===== config.mk =====
export PLATFORM = sky130hd
export DESIGN_NAME = fetch_unit
export DESIGN_NICKNAME = d
export VERILOG_FILES = /design/src/rtl/fetch_unit.sv
export SDC_FILE = /design/constraint.sdc
export NUM_CORES = 1
export LEC_CHECK = 0
export ABC_AREA = 1
export CORE_AREA = 10 10 147 149
export DETAILED_ROUTE_END_ITERATION = 8
export DIE_AREA = 0 0 157 159
export PLACE_DENSITY = 0.83
export SETUP_SLACK_MARGIN = 0.02
export SYNTH_ARGS = -nofsm -noshare
export SYNTH_HDL_FRONTEND = slang
export SYNTH_SLANG_ARGS = --single-unit

===== constraint.sdc =====
create_clock -name clk -period 15.1 [get_ports clk]
set_input_delay 3.02 -clock clk [delete_from_list [all_inputs] [get_ports clk]]
set_output_delay 3.02 -clock clk [all_outputs]
set_load 0.005 [all_outputs]

===== src/rtl/fetch_unit.sv =====
// fetch_unit: instruction-fetch front end with a single-block line buffer.
// Fetches one BLOCK_W block from a synchronous instruction memory and feeds
// WORD_W instructions to decode over a valid/ready handshake.
// Optional macro FETCH_PERF_EN adds the perf_hits / perf_misses counters.
module fetch_unit #(
    parameter int                 WORD_W   = 32,
    parameter int                 BLOCK_W  = 128,
    parameter int                 MEM_LAT  = 1,
    parameter logic [WORD_W-1:0]  RESET_PC = '0
) (
    input  logic               clk,
    input  logic               rst,
    input  logic               redirect,
    input  logic [WORD_W-1:0]  redirect_pc,
    output logic [WORD_W-1:0]  mem_addr,
    output logic               mem_req,
    input  logic [BLOCK_W-1:0] mem_data,
    output logic               inst_valid,
    input  logic               inst_ready,
    output logic [WORD_W-1:0]  inst_out,
    output logic [WORD_W-1:0]  inst_pc
`ifdef FETCH_PERF_EN
    ,
    output logic [WORD_W-1:0]  perf_hits,
    output logic [WORD_W-1:0]  perf_misses
`endif
);

    // Byte-offset bits inside one block.
    localparam int OFF_W = $clog2(BLOCK_W / 8);

    localparam logic [0:0] ST_FILL  = 1'b0;
    localparam logic [0:0] ST_SERVE = 1'b1;

    localparam logic [WORD_W-1:0] BLK_MASK   = ~((WORD_W'(1) << OFF_W) - WORD_W'(1));
    localparam logic [WORD_W-1:0] ALIGN_MASK = ~WORD_W'(3);
    localparam logic [3:0]        LAT        = 4'(MEM_LAT);

    logic [0:0]         state_reg, state_next;
    logic [WORD_W-1:0]  pc_reg, pc_next;
    logic [3:0]         cnt_reg, cnt_next;
    logic [WORD_W-1:0]  tag_reg;
    logic               buf_valid_reg, buf_valid_next;
    logic [BLOCK_W-1:0] buf_reg;

    logic               serving;
    logic               handshake;
    logic               redirect_hit;
    logic               capture;
    logic               fill_entry;
    logic               hit_event;
    logic [WORD_W-1:0]  pc_plus4;
    logic [BLOCK_W-1:0] buf_shifted;

    assign serving      = (state_reg == ST_SERVE);
    assign handshake    = serving & inst_ready & ~redirect;
    assign redirect_hit = buf_valid_reg && ((redirect_pc & BLK_MASK) == tag_reg);
    assign pc_plus4     = pc_reg + WORD_W'(4);
    assign capture      = ~redirect & ~serving & (cnt_reg == 4'd0);

    // Next-state selection: redirect first, then fill countdown, then sequential advance.
    always_comb begin
        state_next     = state_reg;
        pc_next        = pc_reg;
        cnt_next       = cnt_reg;
        buf_valid_next = buf_valid_reg;
        fill_entry     = 1'b0;
        hit_event      = 1'b0;
        if (redirect) begin
            // A handshake presented this cycle is squashed; pc never advances.
            pc_next = redirect_pc & ALIGN_MASK;
            if (redirect_hit) begin
                state_next = ST_SERVE;
                hit_event  = 1'b1;
            end else begin
                state_next = ST_FILL;
                cnt_next   = LAT;
                fill_entry = 1'b1;
            end
        end else if (!serving) begin
            if (cnt_reg != 4'd0) begin
                cnt_next = cnt_reg - 4'd1;
            end else begin
                buf_valid_next = 1'b1;
                state_next     = ST_SERVE;
            end
        end else if (handshake) begin
            pc_next   = pc_plus4;
            hit_event = 1'b1;
            // Leaving the buffered block (including the last-word case) forces a refill.
            if ((pc_plus4 & BLK_MASK) != tag_reg) begin
                state_next = ST_FILL;
                cnt_next   = LAT;
                fill_entry = 1'b1;
            end
        end
    end

    // Control state with asynchronous reset; a reset mid-fill simply restarts the fill.
    always_ff @(posedge clk or posedge rst) begin
        if (rst) begin
            state_reg     <= ST_FILL;
            pc_reg        <= RESET_PC & ALIGN_MASK;
            cnt_reg       <= LAT;
            buf_valid_reg <= 1'b0;
            tag_reg       <= '0;
        end else begin
            state_reg     <= state_next;
            pc_reg        <= pc_next;
            cnt_reg       <= cnt_next;
            buf_valid_reg <= buf_valid_next;
            if (capture) begin
                tag_reg <= pc_reg & BLK_MASK;
            end
        end
    end

    // Line buffer data; guarded by buf_valid so it needs no reset.
    always_ff @(posedge clk) begin
        if (capture && !rst) begin
            buf_reg <= mem_data;
        end
    end

    // Byte 0 of the block lives in the MSBs, so shifting left by the byte offset
    // brings the addressed word to the top of the vector.
    always_comb begin
        buf_shifted = buf_reg << {pc_reg[OFF_W-1:0], 3'b000};
    end

    assign mem_addr   = pc_reg & BLK_MASK;
    assign mem_req    = ~serving;
    assign inst_valid = serving;
    assign inst_out   = serving ? buf_shifted[BLOCK_W-1 -: WORD_W] : '0;
    assign inst_pc    = pc_reg;

`ifdef FETCH_PERF_EN
    logic [WORD_W-1:0] hits_reg;
    logic [WORD_W-1:0] misses_reg;

    // Hit/miss counters; the reset-initiated fill is not a miss.
    always_ff @(posedge clk or posedge rst) begin
        if (rst) begin
            hits_reg   <= '0;
            misses_reg <= '0;
        end else begin
            if (hit_event) begin
                hits_reg <= hits_reg + WORD_W'(1);
            end
            if (fill_entry) begin
                misses_reg <= misses_reg + WORD_W'(1);
            end
        end
    end

    assign perf_hits   = hits_reg;
    assign perf_misses = misses_reg;
`endif

endmodule


* Yosys cells after proc, flatten, opt, wreduce, memory -nomap -nowiden *
Cells that the tools add are included.

cells by class
  $add $sub $neg = 2
  eq/ne operators = 5
  shift operators = 1
  mux-type cells = 16
  bitwise operators = 7
  reductions and logical operators = 11

operators by type and width
  operator               count
  $mux 32                4
  $shl 128x7->128        1
  $add 32x3->32 const B  1
  $eq 28x28->1           1
  $ne 28x28->1           1
  $mux 4                 6
  $mux 1                 6
  $ne 3x2->1 const B     2
  $and 1x1->1            4
  $logic_not 4->1        1
  $reduce_and 4->1       1
  $reduce_bool 2->1      2
  $reduce_bool 4->1      1
  $sub 4x1->4 const B    1
  $not 1->1              3
  $reduce_and 3->1       1
  $reduce_bool 3->1      1
  $logic_and 1x1->1      2
  $ne 2x2->1 const B     1
  $reduce_and 2->1       1
  $logic_not 1->1        1

word-level totals
  register bits after elaboration = 194
  input bits = 164
  output and inout port bits = 98
  word-level logic and storage cells = 48

* Longest topological paths before layout *
Gate-level depths: netlist of run 1.

  word-level depth = 6
  gate-level depth with buffers = 19
  gate-level depth less buffers = 19

* Worst setup path before layout of run 1 *
No wires, ideal clock.

  path kind = input to register
  from = input port redirect
  to = register buf_reg[0], enable pin
  setup time = 0.617 ns
  arrival = 9.056 ns
  required time = 14.483 ns
  setup slack = 5.427 ns
  stages on the path = 5
  path buffers = 2
  cell sequence = clkbuf_1 -> nor2_1 -> nand3_1 -> clkbuf_1 -> nor2_1

between the ends
  longest elaborated chain between the ends = 4

ends and longest elaborated chain
  what                       RTL line  text
  from (decl)                13        input logic redirect,
  $not 1->1 (no line)        --
  $and 1x1->1 (2 in series)  59        assign capture = ~redirect & ~serving & (cnt_reg == 4'd0);
  $logic_and 1x1->1          120       if (capture && !rst) begin
  to (signal assigned)       121       buf_reg <= mem_data;
  to (decl)                  44        logic [BLOCK_W-1:0] buf_reg;

No other way between the ends.
A chain may end at the register's enable or synchronous reset.

* Worst setup path in the final report of run 1 *
  from = input port redirect
  to = register buf_reg[24], enable pin

The elaborated chain is that of the path after synthesis.

==> flow_summary.yaml, run 1 <==
run_status:
  status: "complete, no violations"
logic_synthesis:
  synth_edf_count: 128
  yosysTopAreaCell: "edfxtp_1"
  synth_top_cells_by_area: "edfxtp_1 (40%), dfrtp_1 (16%), nand2_1 (10%), nor2_1 (7.1%), o21ai_0 (5.1%)"
  synth_warnings: 0
  ys.flop_type: "edfxtp_1"
  async_flop_share: 0.3333
  syn_area_um2: 9669
  synth_cell_type_count: 36
  synth.avg_cell_area_um2: 8.806
  yosysTopAreaCellShare: 0.3975
  synth.ff_latch_count: 192
  seq_area_frac_synth: 0.5633
  synth_cells: 1098
timing:
  fmax_mhz: 162.2
  final_hold_viol_count: 0
  rsz0062_at_grt: "false"
  fin_crit_ns: 6.166
  setup_tns_ns: 0
  setup_violations: 0
  slew-limit-headroom: 0.2528
  fin_crit_sh: 0.4083
  timing.final.max_slew_violations: 0
  max_slew.worst_pin.slew_ns: 1.121
  finClkSkew_ns: 0.01333
power:
  pwr_density_cell_nw_per_um2: 130.3
  peakVddDrop_uv: 83.03
  switching_share: 0.3463
  seq_power_share: 0.430
  p_clk_frac: 0.277
  pwr-share-comb: 0.293
  switching_power_uw: 578.8
  p_int_uw: 1093
  p_leak_uw: 0.005033
  p_total_uw: 1671
place:
  dpl.hpwl_um: 22310
  portBuffers: 253
  place_congestion: 0.9622
clock_tree:
  cts_root_buf: "clkbuf_16"
  cts_tree: "built"
  clock_path_buffers: 2
  post_cts_resized: 0
  clock_latency_ns: 0.44
  clkTransAtPathRegs_ns: 0.07
  postCtsSetupBuffers: 0
  cts_sinks: 192
  htreeDepth: 4
  cts_made_buffers: 17
  hold_buffers: 0
critical_path:
  cp_cell_sequence: "clkdlybuf4s50_1 > buf_4 > nor2_1 > nand3_2 > buf_4 > nor2_4 > buf_4"
  worstPathArrival_ns: 6.21
  critPathLaunchType: "primary input"
  cp.required_ns: 15.15
  crit_top_cell: "buf_4"
  critPathCaptureType: "register"
  cp_max_fo: 91
  slowest_delay_ns: 0.98
  crit_family: "buffers and inverters"
  crit_type: "in -> reg"
  slowest_stage: "buf_4"
  critPathBufInv: 4
grt:
  grt_pass1_vias: 8560
  track_usage: 0.2409
  grt_max_degree: 92
  antenna_found_initial: 3
  grt.overflow.total: 0
  grt_pass1_wl_um: 46820
floorplanning:
  die_y_um: 159
  num_rows: 50
  io_pins: 262
  dieArea_um2: 24960
  core_um2: 18580
  initial_core_util: 0.5204
  fp.dieW_um: 157
detailed_routing:
  drtIter0Drc: 857
  routedWlPerCell_um: 19.52
  drtAntennaViolNets: 0
  drt_wl_total_um: 30490
  dr.pass1.iters: 5
  via_per_inst: 5.464
  dr_total_vias: 8534
  drcViolationCount: 0
final_layout:
  largest_register_ff_count: 128
  drive_above_1_share: 0.05652
  utilization: 0.6906
  area_delta_synth_final_pct: 32.70
  nets: 1481
run:
  cap_violations: 0
min_path:
  hold_path_class: "reg -> reg"
[power by group through the flow]
| stage | clock network (uW) | registers [uW] | logic, uW |
|---|---|---|---|
| final | 463 | 719 | 489 |
| after global routing | 497 | 728 | 542 |
| after CTS | 468 | 717 | 491 |
| after detailed placement | 0 | 728 | 486 |
| after global placement | 0 | 724 | 473 |
| after floorplan | 0 | 717 | 292 |
[cells in the final DEF (no fill, tap or decap), types with 5 or more instances in the layout]
cell type,instances
o221ai_1,17
nand2_2,7
a21oi_1,35
clkinv_8,6
edfxtp_1,128
nand3_1,68
clkdlybuf4s50_1,253
nor2_4,6
dfrtp_1,62
o2111ai_1,5
buf_4,11
conb_1,6
xor2_1,10
nand3b_1,5
o21ai_0,98
o22ai_1,6
nor2_2,11
inv_1,78
nor3_1,7
nor2_1,182
clkbuf_16,17
nand2_1,259
o211ai_1,12
[synth_stat cells, types with 4 or more instances]
| master | number |
|---|---|
| nand2_1 | 259 |
| nor2_1 | 183 |
| edfxtp_1 | 128 |
| o21ai_0 | 98 |
| inv_1 | 80 |
| nand3_1 | 69 |
| dfrtp_1 | 63 |
| a21oi_1 | 35 |
| buf_4 | 35 |
| clkbuf_1 | 33 |
| o221ai_1 | 17 |
| o211ai_1 | 12 |
| nor2_2 | 11 |
| xor2_1 | 10 |
| nand2_2 | 7 |
| nor3_1 | 7 |
| o22ai_1 | 6 |
| nand3b_1 | 5 |
| nor2_4 | 5 |
| o2111ai_1 | 5 |
| buf_1 | 4 |
[worst min-delay path, delay by kind of cell, from the launching register on]
kind | cells | cell delay [ns]
buffers and inverters | 1 | 0.04
AND/OR/NAND/NOR | 1 | 0.05
flip-flops | 1 | 0.35
[layout make-up]
type	instances	area, um2
multi-input combinational	755	3537
tap	234	292.8
clock inverter	15	195.2
timing repair buffer	264	2615
sequential	192	5448
inverter	84	315.3
fill	1389	5749
antenna	1	2.502
clock buffer	17	425.4
[per-stage QoR]
step / hold slack (ns) / worst slack (ns) / instance area (um2) / instances
after floorplan: 0.4353 / 5.427 / 9688 / 1103
after global placement: 0.4491 / 8.554 / 12210 / 1529
after detailed placement: 0.4617 / 8.513 / 12210 / 1529
after CTS: 0.4805 / 8.957 / 12830 / 1561
after global routing: 0.5231 / 8.676 / 12830 / 1562
final: 0.4747 / 8.934 / 12830 / 1562
[cells by family after synthesis]
| family | count (synthesis) | share of synthesized area |
|---|---|---|
| and+or+nand+nor | 555 | 0.2381 |
| AOI/OAI and AO/OA | 177 | 0.1047 |
| xor gates and xnor gates | 14 | 0.01553 |
| other | 1 | 0.0003878 |
| buffers and inverters | 156 | 0.07415 |
| DFF | 192 | 0.5633 |
| adders and majority gates | 3 | 0.003882 |
[path summary, 6_finish.rpt]
kind | start | endpoint | slack [ns] | depth (start not counted)
setup / recovery | redirect | buf_reg[24] | 8.93 | 7
setup reg to reg | cnt_reg[0] | buf_reg[24] | 11.75 | 6
hold / removal | buf_valid_reg | buf_valid_reg | 0.47 | 2
hold reg to reg | buf_valid_reg | buf_valid_reg | 0.47 | 2
min in group asynchronous | rst | tag_reg[6] | 3.24 | 3
max in group asynchronous | rst | inst_pc[2] | 11.28 | 3
[layer usage]
metal	GRT usage	part of all wire	vias up
met1	0.2751	0.36	3910
li1	-	-	4072
met5	0	0.0010	-
met4	0.09914	0.032	4
met3	0.09714	0.12	59
met2	0.3914	0.49	489
(Power assumes the default switching activity.)
==> run 2, diff against run 1 <==
--- a/config.mk
+++ b/config.mk
@@ -6,10 +6,10 @@
 export NUM_CORES = 1
 export LEC_CHECK = 0
 export ABC_AREA = 1
-export CORE_AREA = 10 10 147 149
+export CORE_AREA = 10 10 160 162
 export DETAILED_ROUTE_END_ITERATION = 8
-export DIE_AREA = 0 0 157 159
-export PLACE_DENSITY = 0.83
+export DIE_AREA = 0 0 170 172
+export PLACE_DENSITY = 0.74
 export SETUP_SLACK_MARGIN = 0.02
 export SYNTH_ARGS = -nofsm -noshare
 export SYNTH_HDL_FRONTEND = slang
==> constraint.sdc (replaced) <==
create_clock -name clk -period 5.1 [get_ports clk]
set_input_delay 1.02 -clock clk [delete_from_list [all_inputs] [get_ports clk]]
set_output_delay 1.02 -clock clk [all_outputs]
set_load 0.005 [all_outputs]
==> flow_summary.yaml, run 2 (synthesis results as in run 1) <==
clock_tree:
  clkTransAtPathRegs_ns: 0.08
  cts_sinks: 192
  post_cts_resized: 0
  clock_latency_ns: 0.44
  htreeDepth: 4
  cts_made_buffers: 17
  cts_tree: "built"
  postCtsSetupBuffers: 0
  cts_root_buf: "clkbuf_16"
  clock_path_buffers: 2
  hold_buffers: 0
detailed_routing:
  drt_wl_total_um: 30970
  drtAntennaViolNets: 0
  dr.pass1.iters: 7
  via_per_inst: 5.210
  drtIter0Drc: 699
  routedWlPerCell_um: 19.23
  dr_total_vias: 8394
  drcViolationCount: 0
grt:
  grt_pass1_vias: 8290
  track_usage: 0.2078
  grt.overflow.total: 0
  grt_pass1_wl_um: 46710
  grt_max_degree: 116
  antenna_found_initial: 1
timing:
  rsz0062_at_grt: "false"
  setup_tns_ns: 0
  timing.final.max_slew_violations: 0
  final_hold_viol_count: 0
  whs_ns: 0.4783
  max_slew.worst_pin.slew_ns: 0.9584
  fin_crit_sh: 0.7231
  setup_violations: 0
  finClkSkew_ns: 0.01633
  slew-limit-headroom: 0.3602
  fmax_mhz: 271.2
  fin_crit_ns: 3.688
critical_path:
  worstPathArrival_ns: 2.67
  r2r_setup_slack_ns: 1.92
  cp_cell_sequence: "clkinv_1 > buf_4 > o21ai_0 > a21oi_1 > clkdlybuf4s50_1"
  slowest_delay_ns: 0.48
  crit_family: "buffers and inverters"
  cp.required_ns: 4.08
  critPathBufInv: 3
  critPathLaunchType: "register"
  rr_startpoint: "inst_pc[2]"
  worstRegToRegCells: 19
  crit_type: "reg -> out"
  cp_max_fo: 47
  slowest_stage: "clkdlybuf4s50_1"
  timing.rr.end: "cnt_reg[1]"
  critPathCaptureType: "primary output"
floorplanning:
  core_um2: 22370
  dieArea_um2: 29240
  fp.dieW_um: 170
  io_pins: 262
  die_y_um: 172
  initial_core_util: 0.4323
  num_rows: 55
final_layout:
  multi_input_area_um2: 3537
  seqCellArea_um2: 5448
  layout_common_cells: "nand2_1 (259), clkdlybuf4s50_1 (253), nor2_1 (182), edfxtp_1 (128), o21ai_0 (98)"
  fillCellCount: 1882
  largest_register_ff_count: 128
  finalInstanceArea_um2: 12900
  utilization: 0.5770
  n_antenna_cell: 0
  nets: 1481
  mostFrequentLayoutCell: "nand2_1"
  drive_above_1_share: 0.05581
  area_delta_synth_final_pct: 33.46
power:
  pwr-share-comb: 0.290
  p_total_uw: 4975
  switching_share: 0.3487
  switching_power_uw: 1735
  peakVddDrop_uv: 242.4
  pwr_density_cell_nw_per_um2: 385.5
  p_leak_uw: 0.005036
  p_int_uw: 3240
  seq_power_share: 0.429
  p_clk_frac: 0.281
min_path:
  hold_path_class: "reg -> reg"
  min_delay_worst_endpoint: "buf_valid_reg"
  min_from: "buf_valid_reg"
  min_path_cells: 2
place:
  place_congestion: 1.005
  dpl.hpwl_um: 22750
  placed_cell_area_um2: 12280
  portBuffers: 253
run:
  cap_violations: 0
run_status:
  status: "complete, no violations"
run 2: cell count changes in the layout (fill, tap and decap cells not counted), sizes merged:
cell	before	now
diode	1	0
inv	89	90
clkinv	10	8
run 2: worst max path at each step:
stage / cells after the start / slack, ns / end / start
2_1_floorplan: 5 / 1.02 / buf_reg[0] / redirect
3_3_place_gp: 6 / 1.71 / buf_reg[108] / redirect
3_5_place_dp: 6 / 1.63 / buf_reg[108] / redirect
4_1_cts: 5 / 1.37 / inst_out[1] / inst_pc[2]
5_1_grt: 5 / 1.20 / inst_out[9] / inst_pc[2]
6_report: 5 / 1.41 / inst_out[7] / inst_pc[2]
run 2: layout make-up:
type                            instances  area share
Sequential cell                       192      0.4221
Multi-Input combinational cell        755      0.2741
Timing Repair Buffer                  264      0.2036
Clock buffer                           17     0.03296
Tap cell                              285     0.02763
Inverter                               84     0.02443
Clock inverter                         14     0.01513
run 2: per-layer routing:
metal / vias up / part of all wire / wire, um / GRT usage
met4: 2 / 0.016 / 509 / 0.05111
met1: 3887 / 0.39 / 12000 / 0.2417
met5: - / 0.00029 / 9 / 0
met3: 39 / 0.12 / 3637 / 0.08527
li1: 4066 / - / - / -
met2: 400 / 0.48 / 14810 / 0.3498
run 2: metrics by stage:
step                cells  setup slack [ns]
floorplan            1103             1.020
global placement     1580             1.709
detailed placement   1580             1.632
CTS                  1611             1.367
global route         1611             1.202
finish               1611             1.412
run 2: worst register-to-register path: cells and delay by family, from the launching register on:
| family | cells | cell delay, ns |
|---|---|---|
| simple gates | 17 | 1.82 |
| buf+inv | 1 | 0.57 |
| flops | 1 | 0.36 |
| fa+ha+maj | 1 | 0.34 |
run 2: power groups by stage:
stage               Sequential [uW]  Clock (uW)  Combinational, uW
floorplan                      2110           0                868
global placement               2150           0               1410
detailed placement             2160           0               1440
CTS                            2130        1410               1450
global route                   2160        1480               1610
finish                         2130        1400               1440
==> run 3, diff against run 2 <==
==> constraint.sdc (replaced) <==
create_clock -name clk -period 3.05 [get_ports clk]
set_input_delay 0.61 -clock clk [delete_from_list [all_inputs] [get_ports clk]]
set_output_delay 0.61 -clock clk [all_outputs]
set_load 0.005 [all_outputs]
==> flow_summary.yaml, run 3 (synthesis results as in run 1) <==
run_status:
  status: "complete, no violations"
critical_path:
  rr_startpoint: "inst_pc[2]"
  critPathCaptureType: "primary output"
  worstPathArrival_ns: 2.30
  crit_type: "reg -> out"
  slowest_stage: "clkdlybuf4s50_1"
  timing.rr.end: "cnt_reg[1]"
  cp.required_ns: 2.44
  cp_max_fo: 33
  critPathLaunchType: "register"
  slowest_delay_ns: 0.49
  r2r_setup_slack_ns: 0.37
  cp_cell_sequence: "clkinvlp_4 > buf_12 > o21ai_0 > a21oi_1 > clkdlybuf4s50_1"
  worstRegToRegCells: 19
clock_tree:
  cts_tree: "built"
  cts_root_buf: "clkbuf_16"
  htreeDepth: 4
  hold_buffers: 0
  cts_made_buffers: 17
  clock_latency_ns: 0.44
  cts_sinks: 192
  clock_path_buffers: 2
  clkTransAtPathRegs_ns: 0.08
final_layout:
  drive_above_1_share: 0.06716
  area_delta_synth_final_pct: 36.01
  finalInstanceArea_um2: 13150
  layout_common_cells: "nand2_1 (259), clkdlybuf4s50_1 (253), nor2_1 (181), edfxtp_1 (128), o21ai_0 (96)"
  mostFrequentLayoutCell: "nand2_1"
  largest_register_ff_count: 128
  utilization: 0.5880
  nets: 1494
  final_cells: 1626
detailed_routing:
  routedWlPerCell_um: 19.64
  highest_layer: "met4"
  drt_wl_total_um: 31930
  drtIter0Drc: 738
  drtAntennaViolNets: 0
  wl_met2_um: 15040
  dr.pass1.iters: 5
  dr_total_vias: 8483
  via_per_inst: 5.217
  met1_length_um: 12320
  dr_wl_met3_um: 3605
  drcViolationCount: 0
place:
  portBuffers: 253
  place_congestion: 0.9759
  dpl.hpwl_um: 23750
  place_inst: 1588
  placed_cell_area_um2: 12450
  pre_cts_ws_ns: 0.3632
timing:
  whs_ns: 0.4668
  fmax_mhz: 344.0
  setup_slack_ns: 0.1426
  fin_crit_sh: 0.9532
  setup_violations: 0
  final_hold_viol_count: 0
  slew-limit-headroom: 0.6172
  timing.final.max_slew_violations: 0
  max_slew.worst_pin.slew_ns: 0.5728
  finClkSkew_ns: 0.01625
  rsz0062_at_grt: "false"
  fin_crit_ns: 2.907
floorplanning:
  num_rows: 55
  initial_core_util: 0.4323
  dieArea_um2: 29240
  fp.dieW_um: 170
  die_y_um: 172
  io_pins: 262
  core_um2: 22370
power:
  p_leak_uw: 0.005145
  pwr_density_cell_nw_per_um2: 641.1
  peakVddDrop_uv: 363.4
min_path:
  min_path_cells: 2
  hold_path_class: "reg -> reg"
  min_from: "buf_valid_reg"
  min_delay_worst_endpoint: "buf_valid_reg"
grt:
  grt_pass1_vias: 8457
  antenna_found_initial: 1
  grt.overflow.total: 0
  grt_pass1_wl_um: 47620
  track_usage: 0.2123
  grt_max_degree: 67
run:
  cap_violations: 0
-- run 3: cell count changes in the layout (fill, tap and decap cells not counted), moves of 2 or more --
cell       change
buf_4          +3
inv_6          +2
buf_12         +8
inv_8          -2
clkbuf_16      +2
o21ai_1        +2
o21ai_0        -2
-- run 3: critical path: cells and delay by family (launching register included) --
kind / cells / cell delay (ns)
flops: 1 / 0.45
buf+inv: 3 / 0.93
compound gates: 2 / 0.47
-- run 3: layout make-up --
cell class	count	area, um2
diodes	1	2.502
clock buffers	17	425.4
clock inverters	15	193.9
fillers	1887	9214
inverters	84	319.1
multi-input cells	755	3545
flip-flops and latches	192	5449
well taps	285	356.6
repair buffers	277	2860
-- run 3: power breakdown --
part,internal [uW],total [uW],switching (uW),leakage (uW)
Sequential,3220,3560,342,0.00195
Combinational,1140,2560,1420,0.00289
Clock,1130,2310,1170,0.000299
Total,5500,8430,2940,0.00514
-- run 3: timing repair --
| item | 4_1_cts | 5_1_grt |
|---|---|---|
| gates resized for setup | 0 | 4 |
| endpoints found under the hold margin | 0 | 0 |
| endpoints found under the setup margin | 0 | 26 |
| setup buffers | 0 | 3 |
-- run 3: metrics by stage --
step	TNS [ns]	total power [uW]
after floorplan	-49.71	4992
after global placement	0	6059
after detailed placement	0	6124
after CTS	0	8421
after global routing	0	8931
final	0	8432
-- run 3: how the worst max path moves through the flow --
| stage | start | endpoint | slack [ns] |
|---|---|---|---|
| 3_5_place_dp | inst_pc[3] | cnt_reg[1] | 0.36 |
| 4_1_cts | inst_pc[2] | inst_out[17] | 0.04 |
| 5_1_grt | inst_pc[3] | inst_out[0] | 0.02 |
| 6_report | inst_pc[2] | inst_out[7] | 0.14 |
| 2_1_floorplan | redirect | buf_reg[0] | -0.39 |
| 3_3_place_gp | inst_pc[3] | cnt_reg[2] | 0.42 |
-- run 3: routing by layer --
metal,GRT usage,vias to the layer above
li1,-,4099
met4,0.08085,0
met3,0.08664,58
met1,0.2399,3914
met2,0.3534,412
met5,0,-
